==> src/rtl/sc_pointdatapath_pkg.sv <==
// Definitions shared between the point state machine and its datapath:
// the shift-select encoding and the default matrix geometry.
package sc_pointdatapath_pkg;

    localparam logic [1:0] SHIFT_LEFT  = 2'b01;
    localparam logic [1:0] SHIFT_RIGHT = 2'b10;
    localparam logic [1:0] SHIFT_HOLD  = 2'b11;

    localparam int DEFAULT_ROWS     = 8;
    localparam int DEFAULT_COLS     = 8;
    localparam int DEFAULT_INIT_COL = 3;

endpackage

==> src/rtl/sc_pointdatapath_scancounter.sv <==
// Row scan timebase: a prescaler that wraps every SCAN_DIV cycles and a
// row counter that advances by one row on each prescaler wrap.
module sc_scancounter #(
    parameter int SCAN_DIV = 50000,
    parameter int ROWS     = 8,
    localparam int PW      = (SCAN_DIV > 1) ? $clog2(SCAN_DIV) : 1,
    localparam int RW      = (ROWS > 1) ? $clog2(ROWS) : 1
) (
    input  logic          clock,
    input  logic          reset,
    output logic [RW-1:0] scan_row,
    output logic          scan_tick
);

    logic [PW-1:0] presc_q, presc_d;
    logic [RW-1:0] row_q, row_d;

    assign scan_tick = (presc_q == PW'(SCAN_DIV - 1));
    assign scan_row  = row_q;

    always_comb begin
        presc_d = presc_q + 1'b1;
        row_d   = row_q;
        if (scan_tick) begin
            presc_d = '0;
            row_d   = (row_q == RW'(ROWS - 1)) ? '0 : row_q + 1'b1;
        end
    end

    always_ff @(posedge clock or posedge reset) begin
        if (reset) begin
            presc_q <= '0;
            row_q   <= '0;
        end else begin
            presc_q <= presc_d;
            row_q   <= row_d;
        end
    end

endmodule

==> src/rtl/sc_pointdatapath.sv <==
// Point datapath: holds one lit point on the LED matrix, executes the state
// machine's move strobes, reports edge comparators and drives the row scan.
module sc_pointdatapath
    import sc_pointdatapath_pkg::*;
#(
    parameter int ROWS     = DEFAULT_ROWS,
    parameter int COLS     = DEFAULT_COLS,
    parameter int INIT_COL = DEFAULT_INIT_COL,
    parameter int SCAN_DIV = 50000
) (
    input  logic            SC_STATEMACHINEPOINT_CLOCK_50,
    input  logic            SC_STATEMACHINEPOINT_RESET_InHigh,
    input  logic            point_clear_InLow,
    input  logic            point_load0_InLow,
    input  logic            point_load1_InLow,
    input  logic [1:0]      point_shiftselection_In,
    output logic            bottomsidecomparator_OutLow,
    output logic            topsidecomparator_OutLow,
    output logic [2:0]      point_row_Out,
    output logic [COLS-1:0] point_col_Out,
    output logic [ROWS-1:0] matrix_row_Out,
    output logic [COLS-1:0] matrix_col_Out
);

    localparam int RW = (ROWS > 1) ? $clog2(ROWS) : 1;
    localparam logic [COLS-1:0] INIT_ONEHOT = COLS'(1) << INIT_COL;

    logic [RW-1:0]   row_q, row_d;
    logic [COLS-1:0] col_q, col_d;
    logic [RW-1:0]   scan_row;
    logic            unused_scan_tick;

    // Only the highest-priority active command executes; edges saturate.
    always_comb begin
        row_d = row_q;
        col_d = col_q;
        if (!point_clear_InLow) begin
            row_d = '0;
            col_d = INIT_ONEHOT;
        end else if (!point_load0_InLow) begin
            if (row_q != '0) row_d = row_q - 1'b1;
        end else if (!point_load1_InLow) begin
            if (row_q != RW'(ROWS - 1)) row_d = row_q + 1'b1;
        end else begin
            case (point_shiftselection_In)
                SHIFT_LEFT:  if (!col_q[COLS-1]) col_d = col_q << 1;
                SHIFT_RIGHT: if (!col_q[0])      col_d = col_q >> 1;
                default:     ;
            endcase
        end
    end

    always_ff @(posedge SC_STATEMACHINEPOINT_CLOCK_50 or posedge SC_STATEMACHINEPOINT_RESET_InHigh) begin
        if (SC_STATEMACHINEPOINT_RESET_InHigh) begin
            row_q <= '0;
            col_q <= INIT_ONEHOT;
        end else begin
            row_q <= row_d;
            col_q <= col_d;
        end
    end

    sc_scancounter #(
        .SCAN_DIV (SCAN_DIV),
        .ROWS     (ROWS)
    ) u_scancounter (
        .clock     (SC_STATEMACHINEPOINT_CLOCK_50),
        .reset     (SC_STATEMACHINEPOINT_RESET_InHigh),
        .scan_row  (scan_row),
        .scan_tick (unused_scan_tick)
    );

    assign bottomsidecomparator_OutLow = !(row_q == RW'(ROWS - 1));
    assign topsidecomparator_OutLow    = !(row_q == '0);
    assign point_row_Out               = 3'(row_q);
    assign point_col_Out               = col_q;
    assign matrix_row_Out              = ROWS'(1) << scan_row;
    assign matrix_col_Out              = (scan_row == row_q) ? col_q : '0;

endmodule

==> config.mk <==
export PLATFORM = sky130hd
export DESIGN_NAME = sc_pointdatapath
export DESIGN_NICKNAME = d
export VERILOG_FILES = /design/src/rtl/sc_pointdatapath_pkg.sv /design/src/rtl/sc_pointdatapath_scancounter.sv /design/src/rtl/sc_pointdatapath.sv
export SDC_FILE = /design/constraint.sdc
export NUM_CORES = 1
export LEC_CHECK = 0
export CORE_MARGIN = 1
export CORE_UTILIZATION = 35
export CTS_CLUSTER_SIZE = 20
export DETAILED_ROUTE_END_ITERATION = 6
export PLACE_DENSITY = 0.58
export SLEW_MARGIN = 10
export SYNTH_ARGS = -nofsm -noshare
export SYNTH_HDL_FRONTEND = slang
export SYNTH_SLANG_ARGS = --single-unit
==> constraint.sdc <==
create_clock -name SC_STATEMACHINEPOINT_CLOCK_50 -period 2.6 [get_ports SC_STATEMACHINEPOINT_CLOCK_50]
set_input_delay 0.39 -clock SC_STATEMACHINEPOINT_CLOCK_50 [delete_from_list [all_inputs] [get_ports SC_STATEMACHINEPOINT_CLOCK_50]]
set_output_delay 0.39 -clock SC_STATEMACHINEPOINT_CLOCK_50 [all_outputs]
set_load 0.01 [all_outputs]
==> results of run 1 <==
[sequential cells by signal, indices dropped and copies added (netlist names)]
name,flops
point_col_Out,8
u_scancounter.scan_row,3
u_scancounter.presc_q,16
point_row_Out,3
[routing by layer]
layer  track usage [%]  vias to the layer above  share of wire (%)
met1             18.50                      672                 45
li1                  -                      683                  -
met5                 0                        -                  0
met3             4.420                        6                4.6
met2             25.10                       36                 49
met4             7.407                        0                1.1
[placed cells by master, fill, tap and decap left out, types with 3 or more instances in the layout]
cell type,n
clkdlybuf4s50_1,35
dfrtp_1,29
nor2_1,14
and2_1,11
inv_1,10
nand3_1,10
xor2_1,9
xnor2_1,8
ha_1,7
nor2b_1,6
nand2_1,5
nor3b_1,5
mux2_2,5
clkbuf_8,5
mux2i_1,4
a21oi_1,4
a22o_1,4
nand4_1,3
nor4_1,3
buf_4,3
[worst min-delay path, stage by stage]
cell and delay, ps:
clkdlybuf4s50_1 390, inv_1 50, buf_4 350
[final timing paths]
kind,to,depth (start not counted),slack (ps)
min in group SC_STATEMACHINEPOINT_CLOCK_50,u_scancounter.presc_q[0],1,480
worst min-delay path,point_col_Out[5],3,480
worst max-delay path,matrix_col_Out[5],5,180
max in group asynchronous,point_col_Out[3],3,1800
worst min register to register,u_scancounter.presc_q[0],1,480
worst max register to register,u_scancounter.scan_row[0],3,660
[through the flow]
stage / cell area, µm² / cells / setup WS, ps / power (µW)
final: 2298 / 279 / 184.0 / 1390
after global routing: 2298 / 279 / 31.83 / 1465
after CTS: 2298 / 279 / 154.1 / 1409
after detailed placement: 2185 / 271 / 330.1 / 928.6
after global placement: 2185 / 271 / 432.8 / 920.9
after floorplan: 1764 / 173 / 815.4 / 754.1
[layout make-up]
class                   instances  area (µm²)  share of cell area [%]
flip-flops and latches         30       752.0                   32.72
clock inverters                 3       45.04                   1.960
repair buffers                 38       372.9                   16.22
inverters                      10       37.54                   1.633
well taps                      67       83.83                   3.647
clock buffers                   5       68.82                   2.994
multi-input cells             126       938.4                   40.83
[report_power, final]
group / switching [µW] / leakage, µW / total, µW / internal, µW
Combinational: 163 / 0.000555 / 367 / 205
Clock: 187 / 0.0000504 / 472 / 285
Sequential: 56.3 / 0.000397 / 550 / 494
[cells by family after synthesis]
group                      Yosys count
xor gates and xnor gates            17
buffers and inverters               17
DFF                                 30
muxes                               10
AOI/OAI and AO/OA                   22
and+or+nand+nor                     69
adders and majority gates            8
==> metrics.yaml, run 1 <==
status: "finished, final reports clean"
drtAntennaViolNets: 0
die_area_mm2: 0.005328
drv_cap: 0
htree_levels: 2
synth_area_leaders: "dfrtp_1, ha_1, xor2_1"
vias_per_cell: 5.007
cts_made_buffers: 5
grt_start_max_net_pins: 31
post_cts_buffers: 0
grt_pass1_vias: 1372
cp-end-kind: "output pin"
gr-usage-all-layers_pct: 15.34
drc: 0
relSlewSlack_pct: 63.35
clkTransAtPathRegs_ps: 70
drt_pre_antenna_iters: 4
slowest_stage: "clkdlybuf4s50_1"
cp.required_ps: 2210
synth_compound_area_share_pct: 9.291
setup-violations-final: 0
holdWs_ps: 477.5
p_leak_uw: 0.001002
hold_buffers: 0
syn_inst: 173
wire_per_inst_um: 13.04
diodes: 0
gp_congestion: 0.7742
synth_seq_area_share_pct: 42.62
antenna_found_initial: 0
path_class: "reg2out"
grt.overflow.total: 0
ctsLongestPathBuffers: 2
synth_mux_area_share_pct: 6.099
drive_gt1_share_pct: 10.38
maxSlewViolCount: 0
cts_tree: "yes"
worstHoldPathType: "in2async"
die_y_um: 73.00
fin_util_pct: 48.03
synth-simple-area-share_pct: 23.26
worst_ep_arrival_time_ps: 2030
cp-startpoint: "point_row_Out[2]"
synth_area_per_cell_um2: 10.20
critPathTopFamily: "buffers and inverters"
vdd_drop_max_mv: 0.2721
syn_to_final_growth_pct: 30.28
path_max_fanout: 10
rsz0062_at_grt: "false"
die_w_um: 73.00
crit_path_max_incr_delay_ps: 530
ys_seq_elements: 30
cts_resized: 0
fin_crit_ps: 2416
place_hpwl_um: 2630
syn-num-nets: 188
io_pins: 36
cp_cell_sequence: "xor2_1 > nor3_1 > buf_4 > and2_1 > clkdlybuf4s50_1"
skew_ps: 2.754
synth.most_common_cell: "dfrtp_1"
ys_types: 45
synth-xor-area-share_pct: 8.440
clk_latency_ps: 280
num_rows: 25
root_buffer: "clkbuf_8"
nFillCells: 465
finalHoldViolations: 0
cts_sinks: 30
synth_area_mm2: 0.001764
wl_um: 3638
yosys-top-cells-count: "dfrtp_1, nor2_1, and2_1, inv_1, nand3_1"
vias: 1397
drtIter0Drc: 59
synth_top_family_by_area: "simple AND/OR/NAND/NOR gates"
power_density_mw_per_mm2: 604.5
synth_warnings: 0
design.core.area_mm2: 0.004786
fin_setup_tns_ps: 0
nNetsFinal: 226
synth_edf_count: 0
tightest_slew_ps: 548.6
grt_pass1_wl_um: 6189
start_util_pct: 36.86
async_flop_share_pct: 100.0
fmax_ghz: 0.4139
crit_path_start_kind: "register"
portBuffers: 35
yosysTopAreaCell: "dfrtp_1"
fin_crit_sh_pct: 92.92
r2r-start: "u_scancounter.presc_q[7]"
yosys.area_share.adder_pct: 6.099
synthFlopType: "dfrtp_1"
worst-path-buf-inv: 2
synth_top_area_share_pct: 41.13
Power figures use the tool's default switching activity.
==> inputs of run 2 (changes only) <==
--- a/config.mk
+++ b/config.mk
@@ -10,7 +10,6 @@
 export CTS_CLUSTER_SIZE = 20
 export DETAILED_ROUTE_END_ITERATION = 6
 export PLACE_DENSITY = 0.58
-export SLEW_MARGIN = 10
 export SYNTH_ARGS = -nofsm -noshare
 export SYNTH_HDL_FRONTEND = slang
 export SYNTH_SLANG_ARGS = --single-unit
==> constraint.sdc (replaced) <==
create_clock -name SC_STATEMACHINEPOINT_CLOCK_50 -period 2.46 [get_ports SC_STATEMACHINEPOINT_CLOCK_50]
set_input_delay 0.369 -clock SC_STATEMACHINEPOINT_CLOCK_50 [delete_from_list [all_inputs] [get_ports SC_STATEMACHINEPOINT_CLOCK_50]]
set_output_delay 0.369 -clock SC_STATEMACHINEPOINT_CLOCK_50 [all_outputs]
set_load 0.01 [all_outputs]
==> run 2 against run 1 <==
Against the previous run: count of clock-buffer cells in the layout increased by 2; via count decreased by 0.36%; core utilization down 0.39 points; worst setup slack lost 39 ps; routed wire length is 1.9% higher; sequential power rose by 6.0%; sequential share of layout area grew 0.43 points; global-route usage shrank 0.39 points; non-clock buffer count rose by 2; clock power decreased by 24%; largest power group unchanged; highest routed layer unchanged.
==> metrics.yaml, run 2 (synthesis gave the netlist of run 1 again) <==
status: "finished, final reports clean"
critPathTopFamily: "buffers and inverters"
cp_cell_sequence: "xor2_1 > nor3_1 > buf_4 > and2_1 > clkdlybuf4s50_1"
drv_cap: 0
seq_power_share_pct: 43.7
maxSlewViolCount: 0
fin_crit_sh_pct: 94.11
cp.required_ps: 2090
htree_levels: 2
cp-end-kind: "output pin"
place_hpwl_um: 2806
vias: 1392
r2r-start: "u_scancounter.presc_q[7]"
fmax_ghz: 0.4320
drtAntennaViolNets: 0
io_pins: 36
drc: 0
drt_pre_antenna_iters: 6
post_cts_buffers: 0
swShare_pct: 29.73
cp-startpoint: "point_row_Out[0]"
grt_pass1_vias: 1360
gr-usage-all-layers_pct: 14.96
crit_path_max_incr_delay_ps: 530
cts_resized: 0
root_buffer: "clkbuf_8"
die_w_um: 73.00
drtIter0Drc: 49
crit_path_start_kind: "register"
vdd_drop_max_mv: 0.2337
largest_reg_flops: 16
setup-violations-final: 0
finalHoldViolations: 0
path_max_fanout: 8
die_area_mm2: 0.005328
wl_um: 3708
layout_common_cells: "clkdlybuf4s50_1, dfrtp_1, nor2_1"
rr_worst_depth: 3
vias_per_cell: 4.971
nNetsFinal: 228
syn_to_final_growth_pct: 29.22
p_int_uw: 938.1
cts_tree: "yes"
design.core.area_mm2: 0.004786
p_sw_uw: 396.9
relSlewSlack_pct: 62.81
grt_start_max_net_pins: 31
drive_gt1_share_pct: 11.27
grt.overflow.total: 0
skew_ps: 2.576
slowest_stage: "clkdlybuf4s50_1"
worstHoldPathType: "in2async"
cts_made_buffers: 5
gp_congestion: 0.7828
start_util_pct: 36.86
antenna_found_initial: 0
hold_buffers: 0
die_y_um: 73.00
wire_per_inst_um: 13.24
worst_ep_arrival_time_ps: 1950
portBuffers: 35
fin_crit_ps: 2315
cts_sinks: 30
clk_latency_ps: 270
fin_setup_tns_ps: 0
ctsLongestPathBuffers: 2
rsz0062_at_grt: "false"
regMostFlops: "u_scancounter.presc_q"
p_leak_uw: 0.0009958
holdWs_ps: 469.2
clkTransAtPathRegs_ps: 60
grt_pass1_wl_um: 6058
final_common_cell: "clkdlybuf4s50_1"
combPwrFrac_pct: 29.4
num_rows: 25
diodes: 0
power_density_mw_per_mm2: 585.6
tightest_slew_ps: 556.7
path_class: "reg2out"
worst-path-buf-inv: 2
clockPowerShare_pct: 26.9
path_depth: 5
run 2: worst paths after layout:
check	endpoint	slack, ps
hold / removal	u_scancounter.presc_q[11]	470
setup / recovery	matrix_col_Out[4]	140
max in group asynchronous	point_col_Out[3]	1680
setup reg to reg	u_scancounter.scan_row[0]	680
hold reg to reg	u_scancounter.presc_q[0]	480
min in group SC_STATEMACHINEPOINT_CLOCK_50	u_scancounter.presc_q[0]	480
run 2: worst min-delay path, delay by kind of cell:
family   cells  cell delay [ps]
buf+inv      3              780
run 2: final cells by class:
| type | count | area [µm²] |
|---|---|---|
| clock buffers | 7 | 76.32 |
| fillers | 468 | 2506 |
| inverters | 10 | 37.54 |
| multi-input cells | 126 | 938.4 |
| flip-flops and latches | 30 | 755.7 |
| well taps | 67 | 83.83 |
| repair buffers | 40 | 387.9 |
run 2: power groups by stage:
| stage | Clock [µW] | Sequential, µW | Combinational [µW] |
|---|---|---|---|
| after floorplan | 0 | 562 | 235 |
| after global placement | 0 | 586 | 386 |
| after detailed placement | 0 | 590 | 396 |
| after CTS | 378 | 581 | 397 |
| after global routing | 400 | 594 | 428 |
| final | 359 | 583 | 392 |
run 2: routing by layer:
layer | GRT usage, % | up-vias | part of all wire [%] | wire length [µm]
met5 | 0 | - | 0 | 0
met4 | 5.011 | 0 | 1.3 | 48
met3 | 4.834 | 7 | 4.3 | 158
met2 | 25.21 | 28 | 50 | 1849
met1 | 17.96 | 673 | 45 | 1651
li1 | - | 684 | - | -
run 2: through the flow:
stage | total power, µW | instances | utilization [%] | instance area [µm²] | worst slack (ps)
final | 1335 | 280 | 47.63 | 2280 | 144.9
after global routing | 1421 | 280 | 47.63 | 2280 | 0.8662
after CTS | 1356 | 280 | 47.56 | 2276 | 76.22
after detailed placement | 985.7 | 273 | 45.96 | 2200 | 307.1
after global placement | 971.8 | 273 | 45.96 | 2200 | 396.7
after floorplan | 797.0 | 173 | - | 1764 | 675.4
==> RTL change, RTL diff (settings of run 2) <==
Register the outputs `bottomsidecomparator_OutLow`, `topsidecomparator_OutLow`, `point_row_Out`, `matrix_row_Out` and `matrix_col_Out`, cleared by the reset; this adds one clock of latency there. The other outputs are not delayed to match.
--- a/src/rtl/sc_pointdatapath.sv
+++ b/src/rtl/sc_pointdatapath.sv
@@ -71,10 +71,20 @@
     );
 
-    assign bottomsidecomparator_OutLow = !(row_q == RW'(ROWS - 1));
-    assign topsidecomparator_OutLow    = !(row_q == '0);
-    assign point_row_Out               = 3'(row_q);
     assign point_col_Out               = col_q;
-    assign matrix_row_Out              = ROWS'(1) << scan_row;
-    assign matrix_col_Out              = (scan_row == row_q) ? col_q : '0;
+    always_ff @(posedge SC_STATEMACHINEPOINT_CLOCK_50 or posedge SC_STATEMACHINEPOINT_RESET_InHigh) begin
+        if (SC_STATEMACHINEPOINT_RESET_InHigh) begin
+            bottomsidecomparator_OutLow <= '0;
+            topsidecomparator_OutLow    <= '0;
+            point_row_Out               <= '0;
+            matrix_row_Out              <= '0;
+            matrix_col_Out              <= '0;
+        end else begin
+            bottomsidecomparator_OutLow <= !(row_q == RW'(ROWS - 1));
+            topsidecomparator_OutLow    <= !(row_q == '0);
+            point_row_Out               <= 3'(row_q);
+            matrix_row_Out              <= ROWS'(1) << scan_row;
+            matrix_col_Out              <= (scan_row == row_q) ? col_q : '0;
+        end
+    end
 
 endmodule
Function: changed (Yosys sat finds a counterexample within 4 cycles, from zero or initial values and one cycle with SC_STATEMACHINEPOINT_RESET_InHigh high).
==> RTL change against run 2 <==
Sequential cell count up 21; synthesized cell count up 9.8%; synthesized area up 32%; sequential share of layout area up 11 points; first-iteration DRC count down 10%; wire length up 13%; worst setup slack better by 0.52 ns; total power up 35%; final area up 26%; core utilization down 2.8 points; global-route usage down 1.7 points; largest power group unchanged.
==> RTL change: results (changes against run 2) <==
| Metric | Value |
|---|---|
| Clock Skew | 0.009839 ns (+0.007263 ns) |
| CP max-delay cell | dfstp_2 |
| Static Leakage | 1.263 nW (+27%) |
| Nets | 244 (+7.0%) |
| CP Data Arrival Time | 1.43 ns (-0.52 ns) |
| Normalized max-slew margin | 0.5982 (-0.02993) |
| Non-clk buf share | 0.1301 (-0.04001) |
| Met3 Use GR | 0.03479 (-0.01355) |
| CTS clk-pin slew, worst paths | 0.10 ns (+0.04 ns) |
| Worst r2r dst | row_q[2]$_DFFE_PP0P_ |
| First-pass GRT wire length | 7334 um (+21%) |
| Syn avg cell area | 12.22 um2 (+20%) |
| Clk cell area share | 0.04017 (+0.006695) |
| FMAX | 0.5572 GHz (+29%) |
| Layout cells sized above 1 | 0.1261 (+0.01341) |
| Commonest cells post-synth | 50 x dfrtp_1, 12 x and2_1, 10 x inv_1 |
| CP max stage delay | 0.58 ns (+0.05 ns) |
| First DRT Iteration DRCs | 44 (-10%) |
| Total Routing Usage GR | 0.1325 (-0.01709) |
| GRT met2 Usage | 0.1937 (-0.05832) |
| DR vias/cell | 4.932 (-0.80%) |
| Multi-input gates | 123 (-2.4%) |
| Register Area | 1277 um2 (+69%) |
| Synth top area cells | dfrtp_1 54%, ha_1 3.8%, and2_1 3.2% |
| Count of cell types in the netlist | 50 (+11%) |
| R2R setup slack | 0.73 ns (+0.05 ns) |
| DR vias | 1514 (+8.8%) |
| CP startpoint | point_col_Out[3]$_DFFE_PP1P_ |
| Pin count of the biggest net entering global routing | 29 (-6.5%) |
| Outcome | finished, final reports clean |
| WL met3 | 113 um (-28%) |
| M1 WL | 2172 um (+32%) |
| Drt total wl | 4187 um (+13%) |
| Skew-Pair Late Insertion Delay | 0.30 ns (+0.03 ns) |
| HPWL Detailed | 3039 um (+8.3%) |
| Fillers | 626 (+34%) |
| Signal buffers | 38 (-5.0%) |
-- RTL change: metrics by stage --
stage | hold slack, ns | cell area, um2
after floorplan | 0.4443 | 2321
after global placement | 0.4740 | 2750
after detailed placement | 0.4757 | 2750
after CTS | 0.4647 | 2865
after global routing | 0.5095 | 2865
final | 0.4441 | 2865
-- RTL change: power by group --
part / internal [mW] / total (mW) / switching (mW)
Clock: 0.307 / 0.590 / 0.283
Combinational: 0.149 / 0.273 / 0.125
Sequential: 0.890 / 0.943 / 0.0526
-- RTL change: cell families after synthesis --
| logic type | count (synthesis) | share of synthesized area |
|---|---|---|
| muxes | 8 | 0.04259 |
| and+or+nand+nor | 63 | 0.1811 |
| AOI/OAI and AO/OA | 30 | 0.09327 |
| buffers and inverters | 16 | 0.03343 |
| xor gates and xnor gates | 14 | 0.05283 |
| DFF | 51 | 0.5504 |
| adders and majority gates | 8 | 0.04636 |
